File: config.mk
export PLATFORM = sky130hd
export DESIGN_NAME = run_step_counter
export DESIGN_NICKNAME = d
export VERILOG_FILES = /design/src/rtl/run_step_counter.sv
export SDC_FILE = /design/constraint.sdc
export NUM_CORES = 1
export LEC_CHECK = 0
export ABC_AREA = 1
export BUFFER_PORTS_ARGS = -buffer_cell sky130_fd_sc_hd__buf_4
export CAP_MARGIN = 5
export CELL_PAD_IN_SITES_DETAIL_PLACEMENT = 1
export CELL_PAD_IN_SITES_GLOBAL_PLACEMENT = 2
export CORE_MARGIN = 2
export CORE_UTILIZATION = 28
export CTS_CLUSTER_SIZE = 24
export DETAILED_ROUTE_END_ITERATION = 10
export HOLD_SLACK_MARGIN = 0.03
export PLACE_DENSITY_LB_ADDON = 0.1
export SLEW_MARGIN = 20
export SYNTH_ARGS = -nofsm -noshare
export SYNTH_HDL_FRONTEND = slang
export SYNTH_SLANG_ARGS = --single-unit
File: constraint.sdc
create_clock -name clk -period 2.7 [get_ports clk]
set_clock_uncertainty 0.15 [all_clocks]
set_input_delay 0.135 -clock clk [delete_from_list [all_inputs] [get_ports clk]]
set_output_delay 0.135 -clock clk [all_outputs]
set_load 0.01 [all_outputs]
File: src/rtl/run_step_counter.sv
// run_step_counter: WIDTH-bit step counter with single-step, prescaled run, speed run, load and breakpoint halt
module run_step_counter #(
    parameter int WIDTH   = 8,
    parameter int STEP_W  = 8,
    parameter int RUN_DIV = 4
) (
    input  logic              clk,
    input  logic              rst,
    input  logic              enable,
    input  logic [STEP_W-1:0] step,
    input  logic              next,
    input  logic              run,
    input  logic              speedrun,
    input  logic              mode,
    input  logic [WIDTH-1:0]  value,
    input  logic              bp_en,
    input  logic [WIDTH-1:0]  bp_value,
    output logic [WIDTH-1:0]  count,
    output logic [WIDTH-1:0]  monitor_signal,
    output logic [1:0]        state,
    output logic              adv,
    output logic              wrap,
    output logic              bp_hit
);
    localparam int PW = RUN_DIV > 1 ? $clog2(RUN_DIV) : 1;
    localparam logic [PW-1:0] PRE_LAST = PW'(RUN_DIV - 1);

    typedef enum logic [1:0] {IDLE = 2'd0, RUN = 2'd1, SPEED = 2'd2} state_t;

    state_t           cur, nxt;
    logic [PW-1:0]    pre, pre_d;
    logic             next_q, run_q, speedrun_q;
    logic             next_rise, run_rise, speedrun_rise;
    logic [WIDTH-1:0] step_ext;
    logic [WIDTH:0]   sum;
    logic             do_adv, do_load, halt;

    assign next_rise     = next & ~next_q;
    assign run_rise      = run & ~run_q;
    assign speedrun_rise = speedrun & ~speedrun_q;
    assign step_ext      = WIDTH'(step);
    assign sum           = {1'b0, count} + {1'b0, step_ext};
    assign state         = cur;

    // run control: stop requests beat switches, switches beat advances; a breakpoint match during a run halts on the advancing edge
    always_comb begin
        nxt     = cur;
        pre_d   = pre;
        do_adv  = 1'b0;
        do_load = 1'b0;
        case (cur)
            IDLE: begin
                if (next_rise) begin
                    do_load = mode;
                    do_adv  = ~mode & enable;
                end else if (speedrun_rise) begin
                    nxt = SPEED;
                end else if (run_rise) begin
                    nxt   = RUN;
                    pre_d = '0;
                end
            end
            RUN: begin
                if (next_rise) begin
                    nxt = IDLE;
                end else if (speedrun_rise) begin
                    nxt = SPEED;
                end else if (run_rise) begin
                    pre_d = '0;
                end else if (enable) begin
                    do_adv = pre == PRE_LAST;
                    pre_d  = do_adv ? '0 : pre + 1'b1;
                end
            end
            SPEED: begin
                if (next_rise) begin
                    nxt = IDLE;
                end else if (run_rise & ~speedrun_rise) begin
                    nxt   = RUN;
                    pre_d = '0;
                end else begin
                    do_adv = enable;
                end
            end
            default: nxt = IDLE;
        endcase
        halt = do_adv && (cur != IDLE) && bp_en && (sum[WIDTH-1:0] == bp_value);
        if (halt) nxt = IDLE;
    end

    // state, counter, event pulses and edge-detect history
    always_ff @(posedge clk or negedge rst) begin
        if (!rst) begin
            cur            <= IDLE;
            pre            <= '0;
            count          <= '0;
            monitor_signal <= '0;
            adv            <= 1'b0;
            wrap           <= 1'b0;
            bp_hit         <= 1'b0;
            next_q         <= 1'b0;
            run_q          <= 1'b0;
            speedrun_q     <= 1'b0;
        end else begin
            cur        <= nxt;
            pre        <= pre_d;
            adv        <= do_adv;
            wrap       <= do_adv & sum[WIDTH];
            bp_hit     <= halt;
            next_q     <= next;
            run_q      <= run;
            speedrun_q <= speedrun;
            if (do_adv | do_load) monitor_signal <= count;
            if (do_adv) count <= sum[WIDTH-1:0];
            else if (do_load) count <= value;
        end
    end
endmodule

== Word-level counts from Yosys, hierarchy flattened ==
Index checks and enable logic that the tools add are counted.

* Register bits after elaboration: 26
* Input port bits: 32
* Output and inout bits: 21
* Logic and storage cells: 81

* Add/subtract/negate cells: 2
* Equality and inequality tests: 16
* Multiplexer cells: 32
* Bitwise operators: 12
* Reduce and logical (&&, ||, !) cells: 9

{| class="wikitable"
|+ Operators with widths
! kind !! count
|-
| $mux 2 || 18
|-
| $mux 8 || 2
|-
| $ne 2x2->1 const B || 7
|-
| $ne 4x4->1 const B || 3
|-
| $pmux 2 s3 || 2
|-
| $add 8x8->9 || 1
|-
| $mux 1 || 9
|-
| $reduce_and 9->1 || 1
|-
| $eq 8x8->1 || 1
|-
| $and 1x1->1 || 6
|-
| $ne 3x3->1 const B || 2
|-
| $not 1->1 || 5
|-
| $eq 2x2->1 const B || 2
|-
| $reduce_and 4->1 || 1
|-
| $reduce_bool 2->1 || 2
|-
| $logic_and 1x1->1 || 3
|-
| $pmux 1 s3 || 1
|-
| $reduce_bool 3->1 || 1
|-
| $add 2x1->2 const B || 1
|-
| $eq 2x1->1 const B || 1
|-
| $logic_not 2->1 || 1
|-
| $or 1x1->1 || 1
|}

== Logic depth before layout (Yosys ltp) ==
Gate-level depths: netlist of the first run.

* Word-level depth: 12
* Mapped depth: 16
* Gate-level depth less buffers: 16

== Worst setup path before layout of the first run ==
Ideal clock, no wire load.

* Path type: reg2reg
* Start point: register count[0]
* End point: register cur[0], in the netlist state[0]
* Setup time: 0.118 ns
* Data arrival time: 1.827 ns
* Data required time: 2.432 ns
* Setup slack: 0.605 ns
* Cell stages (with the launch flop): 16
* Path buffers: 0
* Clock period less this slack: 2.095 ns
* Cell sequence: dfrtp_1 ha_1 inv_1 fa_1 inv_1 nand2_1 nand2_1 nand3_1 nand3_1 nand2_1 nor2_1 nand2_1 nor2_2 nand2_2 nand3b_1 nand2_1

* Longest elaborated chain between the ends: 5
* Elaborated cells between the ends (all ways): 9
* Classes of those cells: 1 x add/sub; 5 x eq/ne; 1 x mux; 2 x reduce/logical

{| class="wikitable"
|+ Ends and longest elaborated chain
! item !! line !! source
|-
| start: declaration || 18 || <nowiki>output logic [WIDTH-1:0] count,</nowiki>
|-
| start signal: assignment || 114 || <nowiki>if (do_adv) count <= sum[WIDTH-1:0];</nowiki>
|-
| start signal: assignment || 115 || <nowiki>else if (do_load) count <= value;</nowiki>
|-
| $add 8x8->9 (*) || 42 || <nowiki>assign sum = {1'b0, count} + {1'b0, step_ext};</nowiki>
|-
| $eq 8x8->1 (*) || 87 || <nowiki>halt = do_adv && (cur != IDLE) && bp_en && (sum[WIDTH-1:0] == bp_value);</nowiki>
|-
| $logic_and 1x1->1 (*) || 87 ||
|-
| $ne 4x4->1 (no source line) / $ne 3x3->1 (equally long branches) || -- ||
|-
| $reduce_and 4->1 (no source line) || -- ||
|-
| end signal: assignment || 105 || <nowiki>cur <= nxt;</nowiki>
|-
| end: declaration || 30 || <nowiki>state_t cur, nxt;</nowiki>
|}

Every way passes the cells marked *; elsewhere a longest branch is shown, timed or not.
A chain may end at the register's enable or synchronous reset.

== Worst setup path after layout of the first run ==
Ends and elaborated chain as after synthesis.

==> results of run 1 <==
routing by layer:
layer | routed length [um] | share of wire (%) | vias up
met1 | 2440 | 45 | 826
met5 | 0 | 0 | -
li1 | - | - | 910
met2 | 2630 | 48 | 49
met4 | 52 | 0.96 | 0
met3 | 315 | 5.8 | 4
synth_stat cells:
library cell  number  area, um2
nand2_1           56        210
nand3_1           34        170
inv_1             33        124
dfrtp_1           26        651
nor2_1            23       86.3
a21oi_1           13       65.1
ha_1               9        113
o21ai_0            5       25.0
mux2_4             4       60.1
nand2_2            4       25.0
nand3b_1           4       30.0
nand4_1            4       25.0
nor2_2             3       18.8
a21oi_2            2       17.5
inv_2              2       7.51
nor2_4             2       22.5
o211ai_2           2       25.0
xor2_1             2       17.5
buf_8              1       15.0
fa_1               1       20.0
nand2_4            1       11.3
nor3b_1            1       7.51
o21bai_4           1       18.8
o221ai_1           1       8.76
o221ai_2           1       15.0
o22ai_1            1       6.26
or2_2              1       6.26
logic make-up (layout without fill, tap and decap cells):
group	after synthesis	count (layout)	share of synthesized area [%]
and+or+nand+nor	133	133	34.0
buffers and inverters	36	105	8.12
AOI/OAI and AO/OA	26	26	10.1
DFF	26	26	36.1
adders and majority gates	10	10	7.36
muxes	4	4	3.33
xor gates and xnor gates	2	2	0.972
registers in the layout, indices dropped and copies added, names as in the netlist:
name and cells:
count 8, run_q 1, next_q 1, state 2, bp_hit 1, wrap 1
pre 2, monitor_signal 8, adv 1, speedrun_q 1
repair_timing:
item | in CTS | in global routing
endpoints found under the setup margin | 0 | 0
endpoints found under the hold margin | 35 | 1
hold buffers | 13 | 1
cell type report:
type / instances / area, um2 / share of cell area [%]
clock buffers: 3 / 41.3 / 1.66
clock inverters: 1 / 30.0 / 1.21
inverters: 35 / 131 / 5.29
multi-input cells: 175 / 1000 / 40.4
flip-flops and latches: 26 / 651 / 26.2
well taps: 77 / 96.3 / 3.88
repair buffers: 66 / 531 / 21.3
cell usage in the layout, fill, tap and decap left out, drive strengths merged, types with 5 or more instances in the layout:
cell | Yosys | layout
a21oi | 15 | 15
nor2 | 28 | 28
dfrtp | 26 | 26
o21ai | 5 | 5
buf | 1 | 52
nand3 | 34 | 34
inv | 35 | 35
dlygate4sd3 | 0 | 14
nand2 | 61 | 61
ha | 9 | 9
power breakdown:
part           total (mW)  leakage [nW]  switching [mW]  internal, mW
registers           0.695         0.314           0.150         0.545
clock network       0.332        0.0357           0.133         0.199
logic                1.44         0.952           0.808         0.633
path summary, 6_finish.rpt:
check,cells after the start,endpoint
max reg2reg,15,state[0]$_DFFE_PN0P_
min reg2reg,1,monitor_signal[6]$_DFFE_PN0P_
min in group asynchronous,2,count[7]$_DFFE_PN0P_
min,3,count[5]$_DFFE_PN0P_
max in group asynchronous,2,count[2]$_DFFE_PN0P_
max,15,state[0]$_DFFE_PN0P_
worst max-delay path: stages, from the launching register on:
cell and delay (ns):
dfrtp_1 0.40, ha_1 0.23, inv_1 0.07, fa_1 0.39, inv_1 0.11, nand2_1 0.10
nand2_1 0.07, nand3_1 0.09, nand3_1 0.10, nand2_1 0.05, nor2_1 0.09, nand2_1 0.08
nor2_2 0.09, nand2_2 0.09, nand3b_1 0.10, nand2_1 0.06
metrics by stage:
stage	area, um2	hold WS [ns]
after floorplan	1800	-0.311
after global placement	2270	-0.0777
after detailed placement	2270	-0.0731
after CTS	2470	0.0308
after global routing	2480	0.0412
final	2480	0.0248
==> out/summary.txt, run 1 <==
register area share after synthesis: 36.1%
post-layout minimum cycle time: 2.36 ns
CTS Buf Count: 3
Setup Buffers After CTS: 0
Syn Area/Cell: 7.60 um2
Pwr Density: 993 mW/mm2
met1 Usage GRT: 21.1%
maximum vdd drop: 0.358 mV
TNS Setup: 0 ns
I/O pin cnt: 53
Setup WS pre-CTS: 0.315 ns
WP data arrival: 2.39 ns
first-pass GRT wire length: 9.21 mm
fin. max-slew vios: 0
Yosys reg bits: 26
Netlist cell types: 27
vias per cell: 4.67
clock-pin slew reported for the worst setup and hold paths after clock tree synthesis: 0.10 ns
Power Total: 2.47 mW
Core Box Area: 0.00628 mm2
non-filler cells, final: 383
startpoint type of the worst setup path: register
post-DP HPWL: 4.33 mm
DR vias: 1789
layout cell share with drive strength beyond 1: 25.8%
worst setup margin: 0.338 ns
GR Util All Layers: 16.3%
gpl congestion: 0.736
chip height: 84.2 um
Relative slew margins: 68.3%
Worst EP required: 2.73 ns
Fin. Hold Viols: 0
Max Clock Freq: 0.423 GHz
layout net count: 349
# fillers: 787
warnings from Yosys: 0
RSZ-0062 raised after global routing: false
GRT overflow: 0
Tcrit/Tclk final: 87.5%
vias in the first global route: 1900
drt pass-1 iters: 4
final WL: 5.44 mm
Cells after Synth: 237
DRC Markers: 0
# diodes: 0
Crit Reg-Reg Startpoint: count[0]$_DFFE_PN0P_
initial antenna violation count: 0
row count: 29
GRT met3 Usage: 3.83%
measured slew at the worst slew-check pin: 0.475 ns
Leak: 1.30 nW
peak fanout along the critical path: 5
min-delay src: value[5]
Synthesized Nets: 279
post-CTS sizing: 0
CP Capture Type: register
post-synth design cell area: 0.00180 mm2
max_cap viols: 0
Die W: 84.2 um
Clock Latency Late Sink: 0.28 ns
Syn-to-layout area delta: 37.9%
r2r setup slk: 0.34 ns
# clock sinks: 26
initial core utilization: 28.7%
DIE AREA: 0.00709 mm2
clk buf depth: 2
met2 usage in global routing: 27.8%
final core utilization: 39.6%
placed cell count: 365
Crit Path Category: reg -> reg
outcome: finished clean
DRT iter0 DRCs: 51
worst hold path type: in -> reg
global routing's busiest layer: met2
wire per inst: 14.2 um
crit path from: count[0]$_DFFE_PN0P_
Port Buffer Count: 52
largest net degree at the start of global routing: 27
post-route ant nets: 0
H-tree depth: 1
endpoints failing setup: 0
Root Buffer: clkbuf_8
CTS tree: built
(Power assumes the default switching activity.)
==> run 2: changes to the inputs <==
- REMOVE_ABC_BUFFERS: default -> 1
==> run 2 against run 1 <==
Non-clock buffer count fell by 2. Core utilization down 0.28 points. Via count shrank 2.0%. Total power is 0.12% higher. Highest routed layer unchanged.
==> out/summary.txt, run 2 (synthesis gave the netlist of run 1 again) <==
DRC Markers: 0
crit-path max cell delay: 0.40 ns
CTS tree: built
DIE AREA: 0.00709 mm2
Crit Path Category: reg -> reg
R2R Path End: state[0]$_DFFE_PN0P_
Root Buffer: clkbuf_8
DR vias: 1753
Hold EP: count[7]$_DFFE_PN0P_
combinational power share: 58.8%
GR Util All Layers: 15.7%
Top cell by count, worst path: nand2_1
Clk pwr share: 13.2%
RSZ-0062 raised after global routing: false
non-filler cells, final: 381
Port Buffer Count: 52
first-pass GRT wire length: 8.83 mm
Die W: 84.2 um
layout cell share with drive strength beyond 1: 26.3%
layout net count: 347
I/O pin cnt: 53
final WL: 5.37 mm
Psw: 1.09 mW
startpoint type of the worst setup path: register
Worst R2R Path Depth: 15
Leak: 1.29 nW
clk buf depth: 2
TNS Setup: 0 ns
Tcrit/Tclk final: 87.1%
H-tree depth: 1
DRT iter0 DRCs: 33
slowest CP cell: fa_1
Setup Buffers After CTS: 0
clock-pin slew reported for the worst setup and hold paths after clock tree synthesis: 0.09 ns
vias per cell: 4.60
post-DP HPWL: 4.36 mm
largest net degree at the start of global routing: 27
drt pass-1 iters: 4
Clock Latency Late Sink: 0.27 ns
chip height: 84.2 um
max_cap viols: 0
fin. max-slew vios: 0
commonest non-fill, non-tap cells in the layout: nand2_1 (56), buf_4 (52), nand3_1 (34)
outcome: finished clean
placed cell count: 365
Pwr Density: 1000 mW/mm2
initial antenna violation count: 0
cell chain of the critical path: ha_2, inv_1, fa_1, inv_1, nand2_1, nand2_1, nand3_1, nand3_1, nand2_1, nor2_1, nand2_1, nor2_2, nand2_2, nand3b_1, nand2_1
switch share: 44.2%
Relative slew margins: 70.0%
post-route ant nets: 0
multi-input logic area: 0.00101 mm2
Core Box Area: 0.00628 mm2
Internal: 1.38 mW
peak fanout along the critical path: 5
maximum vdd drop: 0.382 mV
row count: 29
CP Capture Type: register
post-layout minimum cycle time: 2.35 ns
vias in the first global route: 1812
WP data arrival: 2.37 ns
measured slew at the worst slew-check pin: 0.450 ns
# diodes: 0
Hold Crit Depth: 3
worst hold path type: in -> reg
Crit Reg-Reg Startpoint: count[0]$_DFFE_PN0P_
GRT overflow: 0
gpl congestion: 0.812
# clock sinks: 26
Fin. Hold Viols: 0
Seq pwr share: 28.0%
endpoints failing setup: 0
leading cell type in the layout, fill and taps excluded: nand2_1
wire per inst: 14.1 um
Max Clock Freq: 0.425 GHz
# fillers: 804
initial core utilization: 28.7%
Top Registers: count: 8 flops, monitor_signal: 8 flops
Seq. cell area: 651 um2
Worst EP required: 2.72 ns
Hold WS: 0.0367 ns
Syn-to-layout area delta: 36.9%
min-delay src: value[7]
CTS Buf Count: 3
r2r setup slk: 0.35 ns
Power Total: 2.47 mW
run 2: cell count changes in the layout (fill, tap and decap cells not counted), sizes merged:
| cell | previous run | this run |
|---|---|---|
| dlygate4sd3 | 14 | 12 |
run 2: through the flow:
step	util, %	worst slack, ns	instance area, um2
6_report	39.3	0.349	2470
5_1_grt	39.3	0.0263	2470
4_1_cts	39.3	0.270	2460
3_5_place_dp	36.2	0.295	2270
3_3_place_gp	36.2	0.326	2270
2_1_floorplan	-	0.605	1790
run 2: critical path: cells and delay by family, from the launching register on:
family | cells | cell delay (ns)
buffers and inverters | 2 | 0.17
flip-flops | 1 | 0.38
adder cells (fa/ha/maj) | 2 | 0.62
AND/OR/NAND/NOR | 11 | 0.93
run 2: timing repair:
action | CTS | global route
hold endpoints to repair | 35 | 0
gates resized for setup | 0 | 1
hold buffers | 12 | 0
endpoints found under the setup margin | 0 | 1
run 2: per-layer routing:
layer	global-route usage, %	part of all wire, %	vias to the layer above	routed length (um)
met2	24.8	46	47	2450
met1	22.2	49	796	2610
met4	2.49	0.60	0	32
li1	-	-	906	-
met3	3.83	5.1	4	274
met5	0	0	-	0
run 2: final cells by class:
| cell class | instances | area share (%) |
|---|---|---|
| multi-input cells | 175 | 40.8 |
| flip-flops and latches | 26 | 26.4 |
| repair buffers | 64 | 20.7 |
| inverters | 35 | 5.32 |
| well taps | 77 | 3.90 |
| clock buffers | 3 | 1.67 |
| clock inverters | 1 | 1.22 |
run 2: worst max-delay path by stage:
| stage | start | to | slack, ns |
|---|---|---|---|
| after floorplan | count[0]$_DFFE_PN0P_ | state[0]$_DFFE_PN0P_ | 0.60 |
| after global placement | count[0]$_DFFE_PN0P_ | state[0]$_DFFE_PN0P_ | 0.33 |
| after detailed placement | count[0]$_DFFE_PN0P_ | state[0]$_DFFE_PN0P_ | 0.29 |
| after CTS | count[0]$_DFFE_PN0P_ | state[0]$_DFFE_PN0P_ | 0.27 |
| after global routing | count[0]$_DFFE_PN0P_ | state[0]$_DFFE_PN0P_ | 0.03 |
| final | count[0]$_DFFE_PN0P_ | state[0]$_DFFE_PN0P_ | 0.35 |
run 2: power groups by stage:
stage	combinational [mW]	clock (mW)	sequential, mW
floorplan	0.898	0	0.722
global placement	1.44	0	0.699
detailed placement	1.46	0	0.702
CTS	1.47	0.338	0.699
global route	1.64	0.346	0.718
finish	1.45	0.325	0.692
